<file path="config.mk">
export PLATFORM = sky130hd
export DESIGN_NAME = mult_stream_sched_flat
export DESIGN_NICKNAME = d
export VERILOG_FILES = /design/src/rtl/mult_stream_sched_if.sv /design/src/rtl/mult_stream_sched.sv /design/src/flat_wrapper.sv
export SDC_FILE = /design/constraint.sdc
export NUM_CORES = 1
export LEC_CHECK = 0
export ABC_AREA = 1
export BUFFER_PORTS_ARGS = -buffer_cell sky130_fd_sc_hd__buf_2
export CAP_MARGIN = 0
export CORE_MARGIN = 3
export CORE_UTILIZATION = 46
export CTS_CLUSTER_DIAMETER = 120
export DETAILED_ROUTE_END_ITERATION = 10
export PLACE_DENSITY = 0.69
export SETUP_SLACK_MARGIN = 0.5
export SYNTH_ARGS = -nofsm -noshare
export SYNTH_HDL_FRONTEND = slang
export SYNTH_SLANG_ARGS = --single-unit
export TNS_END_PERCENT = 1
</file>
<file path="constraint.sdc">
create_clock -name clk_i -period 3.7 [get_ports clk_i]
set_input_delay 0.555 -clock clk_i [delete_from_list [all_inputs] [get_ports clk_i]]
set_output_delay 0.555 -clock clk_i [all_outputs]
set_load 0.005 [all_outputs]
</file>
<file path="src/rtl/mult_stream_sched_if.sv">
// Signal bundle between mult_stream_sched and its neighbours: operand stream, product stream,
// mode-change request and the multiplier side-band.
interface mult_stream_sched_if;
  logic        s_axis_valid_i;
  logic [31:0] s_axis_data_i;
  logic        s_axis_ready_o;
  logic        m_axis_valid_o;
  logic [31:0] m_axis_data_o;
  logic        m_axis_ready_i;
  logic        cfg_valid_i;
  logic [1:0]  cfg_cm_i;
  logic        cfg_ready_o;
  logic [15:0] multiplicand_o;
  logic [15:0] multiplier_o;
  logic        enable_o;
  logic [1:0]  cm_o;
  logic [31:0] product_i;
  logic        data_valid_i;
  logic [2:0]  err_o;

  modport slave (
    input  s_axis_valid_i, s_axis_data_i, m_axis_ready_i, cfg_valid_i, cfg_cm_i,
           product_i, data_valid_i,
    output s_axis_ready_o, m_axis_valid_o, m_axis_data_o, cfg_ready_o, multiplicand_o,
           multiplier_o, enable_o, cm_o, err_o
  );

  modport master (
    output s_axis_valid_i, s_axis_data_i, m_axis_ready_i, cfg_valid_i, cfg_cm_i,
           product_i, data_valid_i,
    input  s_axis_ready_o, m_axis_valid_o, m_axis_data_o, cfg_ready_o, multiplicand_o,
           multiplier_o, enable_o, cm_o, err_o
  );
endinterface

</file>
<file path="src/rtl/mult_stream_sched.sv">
// Credit-based issue/return sequencer for the multiplier: enable one cycle after accept, product
// visible one cycle after its strobe; operands stall when credits run out or a mode change drains.
module mult_stream_sched #(
  parameter int         DEPTH    = 4,
  parameter int         TIMEOUT  = 64,
  parameter logic [1:0] CM_RESET = 2'b00
) (
  input logic                 clk_i,
  input logic                 reset_i,
  mult_stream_sched_if.slave  io
);
  localparam int CW = $clog2(DEPTH + 1);
  localparam int PW = (DEPTH > 1) ? $clog2(DEPTH) : 1;
  localparam int TW = $clog2(TIMEOUT + 1);

  typedef enum logic [1:0] {RUN, DRAIN, APPLY} state_e;

  state_e         state_q, state_d;
  logic [CW-1:0]  out_q, out_d, cnt_q, cnt_d;
  logic [PW-1:0]  wr_q, wr_d, rd_q, rd_d;
  logic [TW-1:0]  tmr_q, tmr_d;
  logic [31:0]    mem_q [DEPTH];
  logic [15:0]    mcand_q, mcand_d, mplier_q, mplier_d;
  logic           en_q, en_d;
  logic [1:0]     cm_q, cm_d;
  logic [2:0]     err_q, err_d;
  logic [CW:0]    used;
  logic           hs, push, pop, spur, tmo;

  assign used = {1'b0, out_q} + {1'b0, cnt_q};
  assign io.s_axis_ready_o = (state_q == RUN) && !io.cfg_valid_i && (used < (CW+1)'(DEPTH));
  assign hs   = io.s_axis_valid_i && io.s_axis_ready_o;
  assign push = io.data_valid_i && (out_q != '0);
  assign spur = io.data_valid_i && (out_q == '0);
  assign pop  = io.m_axis_valid_o && io.m_axis_ready_i;
  assign tmo  = (out_q != '0) && !io.data_valid_i && (tmr_q == TW'(TIMEOUT - 1));

  always_comb begin
    state_d  = state_q;
    out_d    = out_q;
    cnt_d    = cnt_q;
    wr_d     = wr_q;
    rd_d     = rd_q;
    tmr_d    = '0;
    mcand_d  = mcand_q;
    mplier_d = mplier_q;
    en_d     = hs;
    cm_d     = cm_q;
    err_d    = err_q | {tmo, 1'b0, spur};

    if (hs) begin
      mcand_d  = io.s_axis_data_i[31:16];
      mplier_d = io.s_axis_data_i[15:0];
    end
    if (hs && !push)      out_d = out_q + CW'(1);
    else if (!hs && push) out_d = out_q - CW'(1);
    // Abandoned ops release their credits; an op accepted this very cycle is still live.
    if (tmo)              out_d = hs ? CW'(1) : '0;

    if (io.data_valid_i == 1'b0 && out_q != '0 && !tmo) tmr_d = tmr_q + TW'(1);

    if (push && !pop)      cnt_d = cnt_q + CW'(1);
    else if (!push && pop) cnt_d = cnt_q - CW'(1);
    if (push) wr_d = (wr_q == PW'(DEPTH - 1)) ? '0 : wr_q + PW'(1);
    if (pop)  rd_d = (rd_q == PW'(DEPTH - 1)) ? '0 : rd_q + PW'(1);

    case (state_q)
      RUN:   if (io.cfg_valid_i) state_d = DRAIN;
      DRAIN: if (out_d == '0) state_d = APPLY;
      APPLY: begin
        state_d = RUN;
        if (io.cfg_cm_i == 2'b11) err_d[1] = 1'b1;
        else                      cm_d     = io.cfg_cm_i;
      end
      default: state_d = RUN;
    endcase
  end

  always_ff @(posedge clk_i) begin
    if (reset_i) begin
      state_q  <= RUN;
      out_q    <= '0;
      cnt_q    <= '0;
      wr_q     <= '0;
      rd_q     <= '0;
      tmr_q    <= '0;
      mcand_q  <= '0;
      mplier_q <= '0;
      en_q     <= 1'b0;
      cm_q     <= CM_RESET;
      err_q    <= '0;
    end else begin
      state_q  <= state_d;
      out_q    <= out_d;
      cnt_q    <= cnt_d;
      wr_q     <= wr_d;
      rd_q     <= rd_d;
      tmr_q    <= tmr_d;
      mcand_q  <= mcand_d;
      mplier_q <= mplier_d;
      en_q     <= en_d;
      cm_q     <= cm_d;
      err_q    <= err_d;
    end
  end

  always_ff @(posedge clk_i) begin
    if (push) mem_q[wr_q] <= io.product_i;
  end

  assign io.m_axis_valid_o = (cnt_q != '0);
  assign io.m_axis_data_o  = io.m_axis_valid_o ? mem_q[rd_q] : '0;
  assign io.cfg_ready_o    = (state_q == APPLY);
  assign io.multiplicand_o = mcand_q;
  assign io.multiplier_o   = mplier_q;
  assign io.enable_o       = en_q;
  assign io.cm_o           = cm_q;
  assign io.err_o          = err_q;
endmodule
</file>
<file path="src/flat_wrapper.sv">
// flat-port wrapper written by rule: the top's interface ports become plain ports
module mult_stream_sched_flat 
#(
  parameter int         DEPTH    = 4,
  parameter int         TIMEOUT  = 64,
  parameter logic [1:0] CM_RESET = 2'b00
)
  (clk_i, reset_i, io_s_axis_valid_i, io_s_axis_data_i, io_m_axis_ready_i, io_cfg_valid_i, io_cfg_cm_i, io_product_i, io_data_valid_i, io_s_axis_ready_o, io_m_axis_valid_o, io_m_axis_data_o, io_cfg_ready_o, io_multiplicand_o, io_multiplier_o, io_enable_o, io_cm_o, io_err_o);
  mult_stream_sched_if io_i ();
  input logic clk_i;
  input logic reset_i;
  input wire logic [$bits(io_i.s_axis_valid_i)-1:0] io_s_axis_valid_i;
  input wire logic [$bits(io_i.s_axis_data_i)-1:0] io_s_axis_data_i;
  input wire logic [$bits(io_i.m_axis_ready_i)-1:0] io_m_axis_ready_i;
  input wire logic [$bits(io_i.cfg_valid_i)-1:0] io_cfg_valid_i;
  input wire logic [$bits(io_i.cfg_cm_i)-1:0] io_cfg_cm_i;
  input wire logic [$bits(io_i.product_i)-1:0] io_product_i;
  input wire logic [$bits(io_i.data_valid_i)-1:0] io_data_valid_i;
  output wire logic [$bits(io_i.s_axis_ready_o)-1:0] io_s_axis_ready_o;
  output wire logic [$bits(io_i.m_axis_valid_o)-1:0] io_m_axis_valid_o;
  output wire logic [$bits(io_i.m_axis_data_o)-1:0] io_m_axis_data_o;
  output wire logic [$bits(io_i.cfg_ready_o)-1:0] io_cfg_ready_o;
  output wire logic [$bits(io_i.multiplicand_o)-1:0] io_multiplicand_o;
  output wire logic [$bits(io_i.multiplier_o)-1:0] io_multiplier_o;
  output wire logic [$bits(io_i.enable_o)-1:0] io_enable_o;
  output wire logic [$bits(io_i.cm_o)-1:0] io_cm_o;
  output wire logic [$bits(io_i.err_o)-1:0] io_err_o;
  assign io_i.s_axis_valid_i = io_s_axis_valid_i;
  assign io_i.s_axis_data_i = io_s_axis_data_i;
  assign io_i.m_axis_ready_i = io_m_axis_ready_i;
  assign io_i.cfg_valid_i = io_cfg_valid_i;
  assign io_i.cfg_cm_i = io_cfg_cm_i;
  assign io_i.product_i = io_product_i;
  assign io_i.data_valid_i = io_data_valid_i;
  assign io_s_axis_ready_o = io_i.s_axis_ready_o;
  assign io_m_axis_valid_o = io_i.m_axis_valid_o;
  assign io_m_axis_data_o = io_i.m_axis_data_o;
  assign io_cfg_ready_o = io_i.cfg_ready_o;
  assign io_multiplicand_o = io_i.multiplicand_o;
  assign io_multiplier_o = io_i.multiplier_o;
  assign io_enable_o = io_i.enable_o;
  assign io_cm_o = io_i.cm_o;
  assign io_err_o = io_i.err_o;
  mult_stream_sched #(.DEPTH(DEPTH), .TIMEOUT(TIMEOUT), .CM_RESET(CM_RESET)) u_core (.clk_i(clk_i), .reset_i(reset_i), .io(io_i));
endmodule
</file>
==> flow_metrics.tcl <==
set metrics [dict create \
    fin_crit_sh 0.718 \
    critPathKind "reg -> out" \
    cap_violations 0 \
    seqCellArea_mm2 0.00503 \
    fillCellCount 1356 \
    ys.flop_type "edfxtp_1" \
    synth.avg_cell_area_um2 10.7 \
    drive_gt1_frac 0.235 \
    critPathArrivalTime_ps 2100 \
    grt_pass1_vias 4988 \
    synth_edf_count 128 \
    cp.buffers_inverters 2 \
    max_slew_margin 0.244 \
    fin_skew_ps 9.49 \
    fmax_mhz 376 \
    multi_input_area_mm2 0.00211 \
    dpl.hpwl_mm 9.72 \
    cts_setup_buffers 0 \
    dieArea_mm2 0.0176 \
    yosysTopAreaCell "edfxtp_1" \
    worstMarginPinSlew_ps 1130 \
    final-hold-violation-count 0 \
    drtIter0Drc 412 \
    drv_slew 0 \
    grt_setup_unrepaired "false" \
    yosys-top-cells-area "edfxtp_1 (52%), dfxtp_1 (16%), nor2_1 (11%)" \
    synth.most_common_cell "nor2_1" \
    ant_nets 0 \
    cp_top_family "flip-flops" \
    crit_path_max_fanout 27 \
    clk_pin_slew_ps 60 \
    grt.overflow.total 0 \
    syn_nets 775 \
    cp_cell_sequence "buf_4, nor2_1, nor2_1, o21ai_0, a21oi_1, buf_2" \
    die_height_um 133 \
    async_flop_share 0 \
    wl_mm 15.4 \
    hp-class "in -> reg" \
    post-route-min-period_ps 2660 \
    clk_path_buf_depth 2 \
    post_cts_resized 0 \
    total_power_w 0.00649 \
    grt_max_degree 42 \
    ios 145 \
    yosys_warnings 0 \
    routedWlPerCell_um 14.6 \
    worstSetupEndpointType "output pin" \
    fin_setup_tns_ps 0 \
    rows 45 \
    synth_area_mm2 0.00736 \
    antenna_found_initial 4 \
    area_delta_synth_final_pct 20.8 \
    h-tree-depth 4 \
    drc_errors 0 \
    die_w_um 133 \
    gr-usage-all-layers 0.177 \
    clkSinkCount 187 \
    viasPerCell 4.96 \
    syn_inst 690 \
    slowest_delay_ps 680 \
    postCtsHoldBufs 0 \
    coreArea_mm2 0.0154 \
    cts_tree "done" \
    placed_cell_area_mm2 0.00831 \
    drtPass1Iterations 4 \
    dr_total_vias 5213 \
    gp_routability_congestion 0.816 \
    start_util 0.477 \
    yosysTopAreaCellShare 0.522 \
    ys_ff_latch 187 \
    worstSkewPairLatency_ps 420 \
    cp.required_ps 3140 \
    path_common_cell "nor2_1" \
    cts_root_buffer "clkbuf_16" \
    cts_buffers 17 \
    final-setup-viol-count 0 \
    power.density_mw_per_mm2 730 \
    antenna_cells 0 \
    power.leakage_nw 3.55 \
    status "complete, no violations" \
    fin_area_mm2 0.00889 \
    yosysUniqueCellTypes 32 \
    port_buffers 144 \
    grt_pass1_wl_mm 24.8 \
    cp-start-kind "flip-flop" \
    cpMaxStageDelayCell "dfxtp_2" \
    fin_nets 913 \
    irDropWorstVdd_mv 0.426 \
    ys_seq_area_frac 0.683 \
    synth_common_cells "nor2_1 (217), edfxtp_1 (128), o21ai_0 (102), dfxtp_1 (59), a21oi_1 (43)" \
]
worst register-to-register path: stages, from the launching register on:
cell and delay (ps):
dfxtp_1 350, inv_1 100, ha_1 230, nand2_1 70, nand2_1 330, inv_1 300
ha_1 180, inv_1 70, fa_1 380, a21oi_1 140, o21ai_0 110, o21ai_0 160
a21oi_1 60
placed cells by master (no fill, tap or decap), types with 2 or more instances in the layout:
master       n
clkbuf_1     2
buf_4       11
a21oi_1     43
inv_1       30
nand2_1     23
ha_1        12
nor2_1     213
clkbuf_16   18
xor2_1       3
nor3_2       2
o21ai_0    102
nor3_1       2
clkbuf_8     4
nand3_1     13
edfxtp_1   128
dfxtp_1     58
o21ai_1      2
clkbuf_2     2
nor2_4       5
nand4_1      4
nor2_2       2
buf_2      144
nand3_2      2
final timing paths:
path,slack (ps),from,cells after the start,to
max reg2reg,1110,u_core.out_q[0],12,u_core.cnt_q[2]
max,1040,flip-flop,6,io_m_axis_data_o[1]
min,350,io_product_i[23],1,u_core.mem_q[0][23]
min reg2reg,450,u_core.tmr_q[0],1,u_core.tmr_q[0]
area by class of cell:
class                      count  share of cell area
clock buffer                  26              0.0588
multi-input combinational    438               0.237
tap                          211              0.0297
inverter                      29              0.0122
clock inverter                 6             0.00675
timing repair buffer         155              0.0903
sequential                   187               0.565
stage by stage:
step                      instances  worst slack [ps]   util  hold WS [ps]
after CTS                      1052              1010  0.576           335
after global placement         1020              1180  0.539           434
final                          1052              1040  0.576           351
after global routing           1052               809  0.576           329
after floorplan                 690               993      -           418
after detailed placement       1020              1130  0.539           442
power by group:
part	switching (W)	internal (W)	total (W)
combinational	0.00125	0.000729	0.00198
clock	0.000715	0.00104	0.00176
sequential	0.000162	0.00258	0.00275
routing by layer:
| layer | up-vias | GRT usage | routed length [um] |
|---|---|---|---|
| li1 | 2623 | - | - |
| met1 | 2420 | 0.225 | 6730 |
| met2 | 145 | 0.291 | 7350 |
| met3 | 17 | 0.0696 | 1110 |
| met4 | 8 | 0.0375 | 106 |
| met5 | - | 0 | 58 |
registers in the layout, summed over array words and instances, names as in the netlist, named ones only:
name / flops
u_core.mem_q: 128
u_core.io.multiplicand_o: 16
u_core.io.multiplier_o: 16
u_core.tmr_q: 7
u_core.cnt_q: 3
u_core.io.err_o: 3
u_core.out_q: 3
u_core.io.cm_o: 2
u_core.rd_q: 2
u_core.state_q: 2
u_core.wr_q: 2
u_core.io.enable_o: 1
logic make-up after synthesis:
group	after synthesis	synth area share
XOR/XNOR	4	0.00476
flip-flops	187	0.683
AND/OR/NAND/NOR	271	0.150
AO/OA/AOI/OAI	150	0.103
buffers and inverters	65	0.0360
adder cells (fa/ha/maj)	13	0.0231
Power figures use the tool's default switching activity.
